===== src/rtl/exu_result_buffer_if.sv =====
// -----------------------------------------------------------------------------
// exu_result_buffer_if
//   Bus bundle for the ALU-to-writeback result buffer.
//   Signal names keep their _i/_o suffixes as seen from the buffer.
//
//   Push side   : valid_i, result_i, enable_pc_write_i, rd_addr_i
//   Control     : flush_i
//   Status      : full_o, empty_o, overflow_o
//   Writeback   : wb_valid_o, wb_ready_i, wb_data_o, wb_addr_o, wb_pc_write_o
//   Forwarding  : fwd_addr_i, fwd_hit_o, fwd_data_o
//
//   Modports: slave  = the buffer itself
//             master = its surroundings (ALU, writeback stage, issue logic)
// -----------------------------------------------------------------------------
interface exu_result_buffer_if #(
    parameter int XLEN     = 32,
    parameter int REG_ADDR = 5
) ();
    logic                flush_i;
    logic                valid_i;
    logic [XLEN-1:0]     result_i;
    logic                enable_pc_write_i;
    logic [REG_ADDR-1:0] rd_addr_i;

    logic                full_o;
    logic                empty_o;
    logic                overflow_o;

    logic                wb_valid_o;
    logic                wb_ready_i;
    logic [XLEN-1:0]     wb_data_o;
    logic [REG_ADDR-1:0] wb_addr_o;
    logic                wb_pc_write_o;

    logic [REG_ADDR-1:0] fwd_addr_i;
    logic                fwd_hit_o;
    logic [XLEN-1:0]     fwd_data_o;

    modport slave (
        input  flush_i, valid_i, result_i, enable_pc_write_i, rd_addr_i,
        input  wb_ready_i, fwd_addr_i,
        output full_o, empty_o, overflow_o,
        output wb_valid_o, wb_data_o, wb_addr_o, wb_pc_write_o,
        output fwd_hit_o, fwd_data_o
    );

    modport master (
        output flush_i, valid_i, result_i, enable_pc_write_i, rd_addr_i,
        output wb_ready_i, fwd_addr_i,
        input  full_o, empty_o, overflow_o,
        input  wb_valid_o, wb_data_o, wb_addr_o, wb_pc_write_o,
        input  fwd_hit_o, fwd_data_o
    );
endinterface


===== src/rtl/exu_result_buffer.sv =====
// -----------------------------------------------------------------------------
// exu_result_buffer
//   Circular FIFO that queues ALU results until the register-file writeback
//   port accepts them (valid/ready). It also offers a combinational forwarding
//   lookup over the buffered entries, youngest match wins, and a flush that
//   drops every entry on a pipeline redirect.
//
//   Ports:
//     clk_i  - clock, rising edge
//     rst_i  - synchronous active-high reset
//     bus    - exu_result_buffer_if.slave (push, writeback, forwarding, status)
// -----------------------------------------------------------------------------
module exu_result_buffer #(
    parameter int XLEN     = 32,
    parameter int DEPTH    = 4,
    parameter int REG_ADDR = 5
) (
    input  logic                clk_i,
    input  logic                rst_i,
    exu_result_buffer_if.slave  bus
);
    localparam int PTR_W = $clog2(DEPTH);
    localparam int CNT_W = PTR_W + 1;

    typedef struct packed {
        logic [XLEN-1:0]     result;
        logic [REG_ADDR-1:0] rd_addr;
        logic                pc_write;
    } entry_t;

    entry_t             mem [DEPTH];
    logic [PTR_W-1:0]   wptr;
    logic [PTR_W-1:0]   rptr;
    logic [CNT_W-1:0]   count;
    logic               overflow;

    logic full;
    logic empty;
    logic push;
    logic pop;

    // Flags depend on registered count only, so no input reaches them
    // combinationally.
    assign full  = (count == CNT_W'(DEPTH));
    assign empty = (count == '0);
    assign push  = bus.valid_i && !full;
    assign pop   = !empty && bus.wb_ready_i;

    // Pointer / count / overflow state.
    always_ff @(posedge clk_i) begin
        // NOTE: sequential state always uses non-blocking assignments so every
        // register samples the pre-edge values of its neighbours.
        if (rst_i) begin
            wptr     <= '0;
            rptr     <= '0;
            count    <= '0;
            overflow <= 1'b0;
        end else if (bus.flush_i) begin
            // Redirect: drop everything, ignore this cycle's push/pop,
            // keep the sticky overflow flag as it is.
            wptr  <= '0;
            rptr  <= '0;
            count <= '0;
        end else begin
            if (push) wptr <= wptr + PTR_W'(1);
            if (pop)  rptr <= rptr + PTR_W'(1);
            unique case ({push, pop})
                2'b10:   count <= count + CNT_W'(1);
                2'b01:   count <= count - CNT_W'(1);
                default: count <= count;
            endcase
            // Full is judged on the registered flag, so a pop in the same
            // cycle does not rescue the push.
            if (bus.valid_i && full) overflow <= 1'b1;
        end
    end

    // Entry storage.
    always_ff @(posedge clk_i) begin
        // NOTE: the storage array is deliberately not reset; occupancy is
        // tracked by count, so stale contents are never observed.
        if (!rst_i && !bus.flush_i && push) begin
            mem[wptr] <= '{result:   bus.result_i,
                           rd_addr:  bus.rd_addr_i,
                           pc_write: bus.enable_pc_write_i};
        end
    end

    // Head of queue; forced to zero when empty so no stale data leaks out.
    always_comb begin
        // NOTE: every always_comb output gets a default first so no path
        // leaves it unassigned and a latch cannot be inferred.
        bus.wb_data_o     = '0;
        bus.wb_addr_o     = '0;
        bus.wb_pc_write_o = 1'b0;
        if (!empty) begin
            bus.wb_data_o     = mem[rptr].result;
            bus.wb_addr_o     = mem[rptr].rd_addr;
            bus.wb_pc_write_o = mem[rptr].pc_write;
        end
    end

    // Forwarding lookup: walk occupied slots from oldest to youngest so that
    // the last match (the youngest producer) is what remains. x0 never hits.
    always_comb begin
        logic [PTR_W-1:0] idx;
        bus.fwd_hit_o  = 1'b0;
        bus.fwd_data_o = '0;
        idx            = '0;
        for (int i = 0; i < DEPTH; i++) begin
            idx = rptr + PTR_W'(i);
            if ((CNT_W'(i) < count) &&
                (bus.fwd_addr_i != '0) &&
                (mem[idx].rd_addr == bus.fwd_addr_i)) begin
                bus.fwd_hit_o  = 1'b1;
                bus.fwd_data_o = mem[idx].result;
            end
        end
    end

    assign bus.full_o     = full;
    assign bus.empty_o    = empty;
    assign bus.overflow_o = overflow;
    assign bus.wb_valid_o = !empty;

endmodule

===== src/flat_wrapper.sv =====
// flat-port wrapper written by rule: the top's interface ports become plain ports
module exu_result_buffer_flat 
#(
    parameter int XLEN     = 32,
    parameter int DEPTH    = 4,
    parameter int REG_ADDR = 5
)
  (clk_i, rst_i, bus_flush_i, bus_valid_i, bus_result_i, bus_enable_pc_write_i, bus_rd_addr_i, bus_wb_ready_i, bus_fwd_addr_i, bus_full_o, bus_empty_o, bus_overflow_o, bus_wb_valid_o, bus_wb_data_o, bus_wb_addr_o, bus_wb_pc_write_o, bus_fwd_hit_o, bus_fwd_data_o);
  exu_result_buffer_if #(.XLEN(XLEN), .REG_ADDR(REG_ADDR)) bus_i ();
  input  logic clk_i;
  input  logic rst_i;
  input wire logic [$bits(bus_i.flush_i)-1:0] bus_flush_i;
  input wire logic [$bits(bus_i.valid_i)-1:0] bus_valid_i;
  input wire logic [$bits(bus_i.result_i)-1:0] bus_result_i;
  input wire logic [$bits(bus_i.enable_pc_write_i)-1:0] bus_enable_pc_write_i;
  input wire logic [$bits(bus_i.rd_addr_i)-1:0] bus_rd_addr_i;
  input wire logic [$bits(bus_i.wb_ready_i)-1:0] bus_wb_ready_i;
  input wire logic [$bits(bus_i.fwd_addr_i)-1:0] bus_fwd_addr_i;
  output wire logic [$bits(bus_i.full_o)-1:0] bus_full_o;
  output wire logic [$bits(bus_i.empty_o)-1:0] bus_empty_o;
  output wire logic [$bits(bus_i.overflow_o)-1:0] bus_overflow_o;
  output wire logic [$bits(bus_i.wb_valid_o)-1:0] bus_wb_valid_o;
  output wire logic [$bits(bus_i.wb_data_o)-1:0] bus_wb_data_o;
  output wire logic [$bits(bus_i.wb_addr_o)-1:0] bus_wb_addr_o;
  output wire logic [$bits(bus_i.wb_pc_write_o)-1:0] bus_wb_pc_write_o;
  output wire logic [$bits(bus_i.fwd_hit_o)-1:0] bus_fwd_hit_o;
  output wire logic [$bits(bus_i.fwd_data_o)-1:0] bus_fwd_data_o;
  assign bus_i.flush_i = bus_flush_i;
  assign bus_i.valid_i = bus_valid_i;
  assign bus_i.result_i = bus_result_i;
  assign bus_i.enable_pc_write_i = bus_enable_pc_write_i;
  assign bus_i.rd_addr_i = bus_rd_addr_i;
  assign bus_i.wb_ready_i = bus_wb_ready_i;
  assign bus_i.fwd_addr_i = bus_fwd_addr_i;
  assign bus_full_o = bus_i.full_o;
  assign bus_empty_o = bus_i.empty_o;
  assign bus_overflow_o = bus_i.overflow_o;
  assign bus_wb_valid_o = bus_i.wb_valid_o;
  assign bus_wb_data_o = bus_i.wb_data_o;
  assign bus_wb_addr_o = bus_i.wb_addr_o;
  assign bus_wb_pc_write_o = bus_i.wb_pc_write_o;
  assign bus_fwd_hit_o = bus_i.fwd_hit_o;
  assign bus_fwd_data_o = bus_i.fwd_data_o;
  exu_result_buffer #(.XLEN(XLEN), .DEPTH(DEPTH), .REG_ADDR(REG_ADDR)) u_core (.clk_i(clk_i), .rst_i(rst_i), .bus(bus_i));
endmodule

===== config.mk =====
export PLATFORM = sky130hd
export DESIGN_NAME = exu_result_buffer_flat
export DESIGN_NICKNAME = d
export VERILOG_FILES = /design/src/rtl/exu_result_buffer_if.sv /design/src/rtl/exu_result_buffer.sv /design/src/flat_wrapper.sv
export SDC_FILE = /design/constraint.sdc
export NUM_CORES = 1
export LEC_CHECK = 0
export BUFFER_PORTS_ARGS = -buffer_cell sky130_fd_sc_hd__buf_4
export CORE_MARGIN = 2
export CORE_UTILIZATION = 64
export CTS_CLUSTER_DIAMETER = 30
export DETAILED_ROUTE_END_ITERATION = 6
export GPL_TIMING_DRIVEN = 0
export PLACE_DENSITY_LB_ADDON = 0.3
export SYNTH_ARGS = -nofsm -noshare
export SYNTH_HDL_FRONTEND = slang
export SYNTH_SLANG_ARGS = --single-unit

===== constraint.sdc =====
create_clock -name clk_i -period 3.92 [get_ports clk_i]
set_input_delay 0.588 -clock clk_i [delete_from_list [all_inputs] [get_ports clk_i]]
set_output_delay 0.588 -clock clk_i [all_outputs]
set_load 0.01 [all_outputs]

; Yosys cells after proc, flatten, opt, wreduce, memory -nomap -nowiden
; Memories as Yosys holds them, arrays and structs flattened. A register that Yosys moved wholly into a read port is not among the register bits.
; Index checks and enable logic that the tools add are counted.
[totals]
regBits = 8
ram_bits = 152
inputBits = 48
word_cells = 61
n_memories = 1
[memory_table]
columns = memory, depth, width, read_ports, rd_ports_with_merged_regs, write_ports, line_no
row1 = u_core.mem, 4, 38, 4, 1, 1, exu_result_buffer.sv:31  ; entry_t mem [DEPTH];
[op_classes]
addsub = 6
n_lt_le_gt_ge = 4
n_eq_ne = 7
mux = 16
n_bitwise = 1
n_reduce_logical = 22
[ops]
columns = cell, count
row1 = two-way mux 32 bit, 5
row2 = equality test 5 bit, 4
row3 = logical AND 1 bit, 13
row4 = two-way mux 1 bit, 7
row5 = less-than comparator 1 x 3 -> 1 bit (first input constant), 2
row6 = less-than comparator 2 x 3 -> 1 bit (first input constant), 2
row7 = case mux 3 bit (2 select lines), 1
row8 = two-way mux 5 bit, 1
row9 = nonzero test 5 bit, 1
row10 = adder 2 x 1 -> 2 bit (second input constant), 2
row11 = adder 2 bit (second input constant), 2
row12 = logical NOT 1 bit, 4
row13 = two-way mux 2 bit, 2
row14 = adder 3 x 1 -> 3 bit (second input constant), 1
row15 = equality test 3 bit (second input constant), 1
row16 = logical NOT 3 bit, 1
row17 = subtractor 3 x 1 -> 3 bit (second input constant), 1
row18 = equality test 2 x 1 -> 1 bit (second input constant), 1
row19 = equality test 2 bit (second input constant), 1
row20 = AND reduction 2 bit, 1
row21 = nonzero test 2 bit, 1
row22 = OR reduction 2 bit, 1
row23 = NOT 1 bit, 1

; Logic depth before layout (Yosys ltp)
; Gate-level depths: netlist of the first run.
[depth]
ltp_word = 7
depth_mapped = 11
mapped_depth_nobuf = 8

; Worst setup path after synthesis of the first run
; No wires, ideal clock.
[synth_timing]
path_kind = in2out
from = input port bus_fwd_addr_i[4]
to = output port bus_fwd_data_o[0]
arrival_ns = 2.243
slack_ns = 1.089
path_stages = 7
cell_sequence = buf_1 > xnor2_1 > or3_1 > a211oi_4 > buf_4 > nand3_1 > o221ai_1
[synth_between]
elab_chain_cells = 7
word_cells_on_any_way = 17
cone_classes = eq/ne (4) / mux (4) / reduce/logical (9)
[synth_rtl]
columns = element, line_no
row1 = start: declaration, flat_wrapper.sv:18  ; input wire logic [$bits(bus_i.fwd_addr_i)-1:0] bus_fwd_addr_i;
row2 = nonzero test 5 bit, exu_result_buffer.sv:113  ; (bus.fwd_addr_i != '0) &&
row3 = logical AND 1 bit, exu_result_buffer.sv:112  ; if ((CNT_W'(i) < count) &&
row4 = logical AND 1 bit, exu_result_buffer.sv:113
row5 = two-way mux 32 bit (3 in a row), exu_result_buffer.sv:112
row6 = two-way mux 32 bit (*), exu_result_buffer.sv:112
row7 = end: declaration, flat_wrapper.sv:27  ; output wire logic [$bits(bus_i.fwd_data_o)-1:0] bus_fwd_data_o;
; Every way passes the cells marked *; elsewhere a longest branch is shown, timed or not.

; Worst setup path in the final report of the first run
[layout_timing]
from = register u_core.rptr[1]
to = output port bus_fwd_data_o[4]
[layout_between]
elab_chain_cells = 7
word_cells_on_any_way = 13
cone_classes = add/sub (3) / eq/ne (3) / mux (3) / reduce/logical (3) / memory (1)
[layout_rtl]
columns = element, line_no
row1 = start: declaration, exu_result_buffer.sv:33  ; logic [PTR_W-1:0] rptr;
row2 = start signal: assignment, exu_result_buffer.sv:66  ; if (pop) rptr <= rptr + PTR_W'(1);
row3 = adder 2 x 1 -> 2 bit, exu_result_buffer.sv:111  ; idx = rptr + PTR_W'(i);
row4 = memory read (4 x 38 bit) (*), -
row5 = equality test 5 bit, exu_result_buffer.sv:114  ; (mem[idx].rd_addr == bus.fwd_addr_i)) begin
row6 = logical AND 1 bit, exu_result_buffer.sv:113
row7 = two-way mux 32 bit (2 in a row), exu_result_buffer.sv:112
row8 = two-way mux 32 bit (*), exu_result_buffer.sv:112
; Marked as above.

==> impl_metrics.env, run 1 <==
export IMPL_status="completed"
export IMPL_dr_pass1_iters=5
export IMPL_leakage_uw=0.004007
export IMPL_nets=907
export IMPL_dpl_hpwl_microns=19580
export IMPL_cts_hold_fix_buffers=0
export IMPL_num_vias=7975
export IMPL_p_switching_uw=945.6
export IMPL_grt_ovfl_total=0
export IMPL_first_iter_violations=1066
export IMPL_arrival_ns=3.23
export IMPL_whs_ns=0.3094
export IMPL_end_kind="output pin"
export IMPL_pwr_share_comb_pct=11.4
export IMPL_min_from="rst_i"
export IMPL_clock_tree_buffer_depth=2
export IMPL_drv_cap=0
export IMPL_sequentialPowerShare_pct=47.0
export IMPL_start_kind="flop"
export IMPL_pin_count=123
export IMPL_drive_above_1_share_pct=44.79
export IMPL_synth_seq_area_share_pct=44.46
export IMPL_layout_cells_non_filler=1084
export IMPL_areaGrowthSynthToFinish_pct=18.23
export IMPL_syn_area_per_cell_sq_um=15.16
export IMPL_insertion_delay_ns=0.44
export IMPL_fin_crit_sh_pct=97.51
export IMPL_routedWlPerCell_microns=27.21
export IMPL_min_period_ns=3.823
export IMPL_p_per_area_mw_per_mm2=323.9
export IMPL_netlist_instances=707
export IMPL_synthesis_nets=763
export IMPL_criticalPathCategory="flop to output pin"
export IMPL_fin_tns_setup_ns=0
export IMPL_fp_dieH_microns=133.4
export IMPL_ys_ff_latch=162
export IMPL_layout_setup_ws_ns=0.09746
export IMPL_hp_class="input pin to flop"
export IMPL_start_util_pct=65.08
export IMPL_grt_pass1_wl_microns=45350
export IMPL_grt_antenna_before_repair=0
export IMPL_place_ws_ns=0.2490
export IMPL_drc=0
export IMPL_finClkSkew_ns=0.009009
export IMPL_via_per_inst=7.357
export IMPL_finalMaxSlewViolations=0
export IMPL_drtAntennaViolNets=0
export IMPL_crit_path_max_fanout=10
export IMPL_grt_pass1_vias=8189
export IMPL_irDropWorstVdd_uv=309.9
export IMPL_cts_sinks=162
export IMPL_clkPwrFrac_pct=41.6
export IMPL_grt_max_degree=27
export IMPL_place_inst=1048
export IMPL_required_ns=3.33
export IMPL_final_core_util_pct=76.95
export IMPL_cts_tree="done"
export IMPL_io_buffers=117
export IMPL_h_tree_depth=4
export IMPL_fmax_mhz=261.6
export IMPL_wl_microns=29490
export IMPL_dieWidth_microns=133.4
export IMPL_synthDistinctLibCells=39
export IMPL_timing_rr_start="u_core.count[0]$_SDFFE_PP0P_"
export IMPL_swShare_pct=23.04
export IMPL_setup_viol=0
export IMPL_hold_viol_final=0
export IMPL_worst_pin_slew_ns=0.9967
export IMPL_grt_use_total_pct=34.12
export IMPL_cts_buffers=17
export IMPL_synth_warnings=0
export IMPL_dieArea_sq_mm=0.01780
export IMPL_intPower_uw=3159
export IMPL_diodes=0
export IMPL_place_gp_congestion=0.8554
export IMPL_relSlewSlack_pct=33.55
export IMPL_rows=47
export IMPL_clkSlewWorstSetupHoldPaths_ns=0.06
export IMPL_root_buffer="clkbuf_16"
export IMPL_netlist_area_sq_mm=0.01072
export IMPL_core_sq_mm=0.01647
export IMPL_crit_start="u_core.rptr[1]$_SDFFE_PP0P_"
## layout make-up
cell class | instances | area (sq um)
Multi-Input combinational cell | 466 | 5588
Sequential cell | 162 | 4765
Fill cell | 946 | 3796
Timing Repair Buffer | 125 | 1001
Clock buffer | 25 | 549.3
Buffer | 73 | 401.6
Tap cell | 220 | 275.3
Clock inverter | 7 | 67.56
Inverter | 6 | 22.52
## worst max-delay path: stages (launching register included)
cell and delay (ns):
dfxtp_1 0.32, buf_2 0.23, buf_4 0.23, mux4_2 0.32
xnor2_1 0.18, o2111ai_1 0.23, nor3_4 0.27, buf_12 0.16
buf_4 0.24, mux2i_2 0.30, o221ai_2 0.15, buf_4 0.16
## logic make-up after synthesis
group	share of synthesized area (%)
AOI/OAI and AO/OA	5.336
adders and majority gates	0.9341
muxes	34.31
xor gates and xnor gates	1.880
DFF	44.46
buffers and inverters	3.666
and+or+nand+nor	9.410
## registers in the layout (all words and copies together), names as in the netlist, named ones only
signal                 flops
u_core.mem               152
u_core.count               3
u_core.rptr                2
u_core.wptr                2
u_core.bus.overflow_o      1
## cell usage in the layout (no fill, tap or decap), types with 4 or more instances in the layout
master,Yosys,routed
xnor2_1,14,14
o221ai_2,29,29
clkbuf_16,0,20
mux4_2,145,145
and2_1,44,40
mux2i_1,40,39
inv_1,6,6
nand3_1,32,32
nand2_1,68,68
buf_4,9,129
clkbuf_1,34,25
buf_12,0,5
nor3_1,35,35
dfxtp_1,10,10
xor2_1,9,9
buf_2,20,17
a21oi_1,5,4
clkbuf_2,0,11
buf_1,5,4
nor2_1,11,10
ha_1,8,8
buf_6,5,6
and2_2,0,4
edfxtp_1,152,152
## power groups by stage
stage / clock, uW / sequential [uW] / combinational, uW
floorplan: 0 / 1960 / 264
global route: 1770 / 1930 / 496
global placement: 0 / 1960 / 434
finish: 1710 / 1930 / 467
detailed placement: 0 / 1970 / 453
CTS: 1700 / 1930 / 458
## Yosys cell counts, drive strengths merged
cell type  number  area share [%]
nor3b           1           0.070
dfxtp          10             1.9
a21oi           5            0.23
o221ai         31             4.2
a21o            1            0.14
mux2i          40             3.7
nand4           1           0.058
clkbuf         34             1.2
ha              8            0.93
nand3          32             1.5
a211oi          2            0.26
and2           44             2.6
nor2           11            0.39
mux2            1            0.11
o2111ai         1           0.082
mux4          145              30
a31oi           1           0.058
nor4            3            0.23
o211ai          2            0.14
xnor2          14             1.1
nand2b          2            0.12
nand4b          1           0.082
nor3           36             1.8
a2111o          1            0.11
or2             1           0.058
or3             3            0.18
o21ai           2           0.093
inv             6            0.21
xor2            9            0.74
edfxtp        152              43
nand2          68             2.4
buf            39             2.3
## final timing paths
check                                             to  slack, ns  cells past startpoint
setup / recovery                   bus_fwd_data_o[4]        0.1                     11
hold / removal    u_core.bus.overflow_o$_SDFFE_PP0P_       0.31                      2
setup reg to reg         u_core.mem[3][23]$_DFFE_PP_       1.37                      7
hold reg to reg   u_core.bus.overflow_o$_SDFFE_PP0P_       0.52                      2
## through the flow
step	instance area, sq um	power (uW)
finish	12670	4104
detailed placement	11960	2418
global placement	11870	2398
global route	12670	4198
CTS	12590	4092
floorplan	10720	2224
## per-layer routing
layer	routed length [microns]	share of wire, %	up-vias	track usage, %
li1	-	-	3193	-
met1	10210	35	3972	43.40
met2	14770	50	665	56.36
met3	3118	11	145	7.154
met4	1391	4.7	0	17.38
met5	0	0	-	0
## timing repair
item | 4_1_cts | 5_1_grt
resized for setup | 6 | 24
setup buffers | 1 | 3
pin swaps | 1 | 1
endpoints found under the setup margin | 31 | 33
(Power assumes the default switching activity.)
==> run 2, diff against run 1 <==
--- a/config.mk
+++ b/config.mk
@@ -6,6 +6,7 @@
 export NUM_CORES = 1
 export LEC_CHECK = 0
 export BUFFER_PORTS_ARGS = -buffer_cell sky130_fd_sc_hd__buf_4
+export CAP_MARGIN = 20
 export CORE_MARGIN = 2
 export CORE_UTILIZATION = 64
 export CTS_CLUSTER_DIAMETER = 30
==> constraint.sdc (replaced) <==
create_clock -name clk_i -period 3.92 [get_ports clk_i]
set_input_delay 0.784 -clock clk_i [delete_from_list [all_inputs] [get_ports clk_i]]
set_output_delay 0.784 -clock clk_i [all_outputs]
set_load 0.01 [all_outputs]
==> impl_metrics.env, run 2 (same netlist as run 1, synthesis figures left out) <==
export IMPL_via_per_inst=7.422
export IMPL_crit_slowest_cell="mux4_2"
export IMPL_cpMostUsedCell="buf_4"
export IMPL_ff2ff_path_depth=7
export IMPL_setup_viol=0
export IMPL_place_inst=1048
export IMPL_fmax_mhz=256.5
export IMPL_layout_cells_non_filler=1089
export IMPL_grt_ovfl_total=0
export IMPL_start_kind="flop"
export IMPL_r2r_slack_ns=1.33
export IMPL_dieArea_sq_mm=0.01780
export IMPL_relSlewSlack_pct=44.73
export IMPL_hold_viol_final=0
export IMPL_dr_pass1_iters=7
export IMPL_whs_ns=0.5097
export IMPL_worst_pin_slew_ns=0.8291
export IMPL_timing_rr_start="u_core.count[0]$_SDFFE_PP0P_"
export IMPL_h_tree_depth=4
export IMPL_drv_cap=0
export IMPL_grt_antenna_before_repair=0
export IMPL_r2r_end="u_core.mem[3][23]$_DFFE_PP_"
export IMPL_first_iter_violations=1160
export IMPL_grt_max_degree=27
export IMPL_core_sq_mm=0.01647
export IMPL_insertion_delay_ns=0.44
export IMPL_placed_cell_area_sq_mm=0.01196
export IMPL_largest_reg_flops=152
export IMPL_path_buf_inv=4
export IMPL_cts_sinks=162
export IMPL_sequentialPowerShare_pct=46.8
export IMPL_nets=912
export IMPL_grt_pass1_vias=8197
export IMPL_drc=1
export IMPL_drive_above_1_share_pct=46.38
export IMPL_multi_input_area_sq_mm=0.005620
export IMPL_root_buffer="clkbuf_16"
export IMPL_final_area_sq_mm=0.01284
export IMPL_end_kind="output pin"
export IMPL_pin_count=123
export IMPL_final_cell_mix="edfxtp_1 (152), mux4_2 (145), buf_4 (133)"
export IMPL_required_ns=3.14
export IMPL_p_switching_uw=958.0
export IMPL_seq_area_sq_mm=0.004766
export IMPL_dieWidth_microns=133.4
export IMPL_p_per_area_mw_per_mm2=321.1
export IMPL_pwr_share_comb_pct=11.6
export IMPL_drtAntennaViolNets=0
export IMPL_hp_class="input pin to flop"
export IMPL_intPower_uw=3165
export IMPL_wl_microns=29970
export IMPL_finClkSkew_ns=0.009309
export IMPL_critPathTopFamily="buffers and inverters"
export IMPL_max_stage_delay_ns=0.52
export IMPL_violations="DRC"
export IMPL_min_to="u_core.bus.overflow_o$_SDFFE_PP0P_"
export IMPL_nFillCells=902
export IMPL_num_vias=8083
export IMPL_start_util_pct=65.08
export IMPL_irDropWorstVdd_uv=306.8
export IMPL_cts_buffers=17
export IMPL_clkPwrFrac_pct=41.6
export IMPL_rows=47
export IMPL_status="finished with violations"
export IMPL_arrival_ns=3.11
export IMPL_crit_path_max_fanout=10
export IMPL_criticalPathCategory="flop to output pin"
export IMPL_path_depth=10
export IMPL_place_gp_congestion=0.8554
export IMPL_grt_use_total_pct=34.31
export IMPL_layout_commonest_cell="edfxtp_1"
export IMPL_fin_crit_sh_pct=99.44
export IMPL_reg_largest_list="u_core.mem: 152 flops, u_core.count: 3 flops"
export IMPL_fp_dieH_microns=133.4
export IMPL_diodes=0
export IMPL_areaGrowthSynthToFinish_pct=19.83
export IMPL_cts_hold_fix_buffers=0
export IMPL_cts_tree="done"
export IMPL_clkSlewWorstSetupHoldPaths_ns=0.06
export IMPL_finalMaxSlewViolations=0
export IMPL_min_period_ns=3.898
export IMPL_grt_pass1_wl_microns=45560
export IMPL_clock_tree_buffer_depth=2
export IMPL_path_cells="buf_6, mux4_2, xnor2_1, nand2_1, nor4_4, buf_4, a21o_4, buf_8, o211ai_1, buf_4"
export IMPL_dpl_hpwl_microns=19580
export IMPL_leakage_uw=0.004069
export IMPL_min_from="rst_i"
export IMPL_min_path_cells=2
export IMPL_routedWlPerCell_microns=27.52
export IMPL_io_buffers=117
export IMPL_largest_register="u_core.mem"
export IMPL_swShare_pct=23.24
## run 2: what timing repair did
action	CTS	global route
resized for setup	28	32
endpoints found under the setup margin	33	32
buffers inserted	4	6
pin swaps	4	4
## run 2: cell type report
type | instances | share of cell area, %
sequential | 162 | 37.11
clock inverter | 7 | 0.5262
multi-input combinational | 466 | 43.77
buffer | 72 | 3.849
clock buffer | 25 | 4.277
timing repair buffer | 131 | 8.146
inverter | 6 | 0.1754
tap | 220 | 2.144
## run 2: per-layer routing
layer  vias up  GRT usage (%)  share of wire [%]
met3       140          7.458                 11
met2       731          56.01                 50
met5         -              0                  0
li1       3205              -                  -
met1      4007          44.05                 35
met4         0          17.49                4.3
## run 2: through the flow
| step | worst slack (ns) | util (%) | setup TNS, ns | power, uW |
|---|---|---|---|---|
| final | 0.02176 | 77.99 | 0 | 4123 |
| after floorplan | 0.6968 | - | 0 | 2224 |
| after CTS | -0.01290 | 77.04 | -0.01290 | 4095 |
| after global routing | -0.03834 | 77.99 | -0.3780 | 4213 |
| after detailed placement | -0.1094 | 72.61 | -0.8480 | 2418 |
| after global placement | -0.01916 | 72.09 | -0.03533 | 2398 |
## run 2: worst max path at each step
| stage | start | slack, ns | endpoint |
|---|---|---|---|
| floorplan | bus_fwd_addr_i[4] | 0.70 | bus_fwd_data_o[0] |
| global placement | bus_fwd_addr_i[2] | -0.02 | bus_fwd_data_o[11] |
| detailed placement | bus_fwd_addr_i[0] | -0.11 | bus_fwd_data_o[9] |
| CTS | u_core.rptr[1]$_SDFFE_PP0P_ | -0.01 | bus_fwd_data_o[4] |
| global route | u_core.rptr[0]$_SDFFE_PP0P_ | -0.04 | bus_fwd_data_o[21] |
| finish | u_core.rptr[1]$_SDFFE_PP0P_ | 0.02 | bus_fwd_data_o[29] |
## run 2: power by group through the flow
stage / Combinational (uW) / Clock (uW) / Sequential [uW]
after floorplan: 264 / 0 / 1960
after global placement: 434 / 0 / 1960
after detailed placement: 453 / 0 / 1970
after CTS: 461 / 1700 / 1930
after global routing: 506 / 1770 / 1930
final: 479 / 1710 / 1930
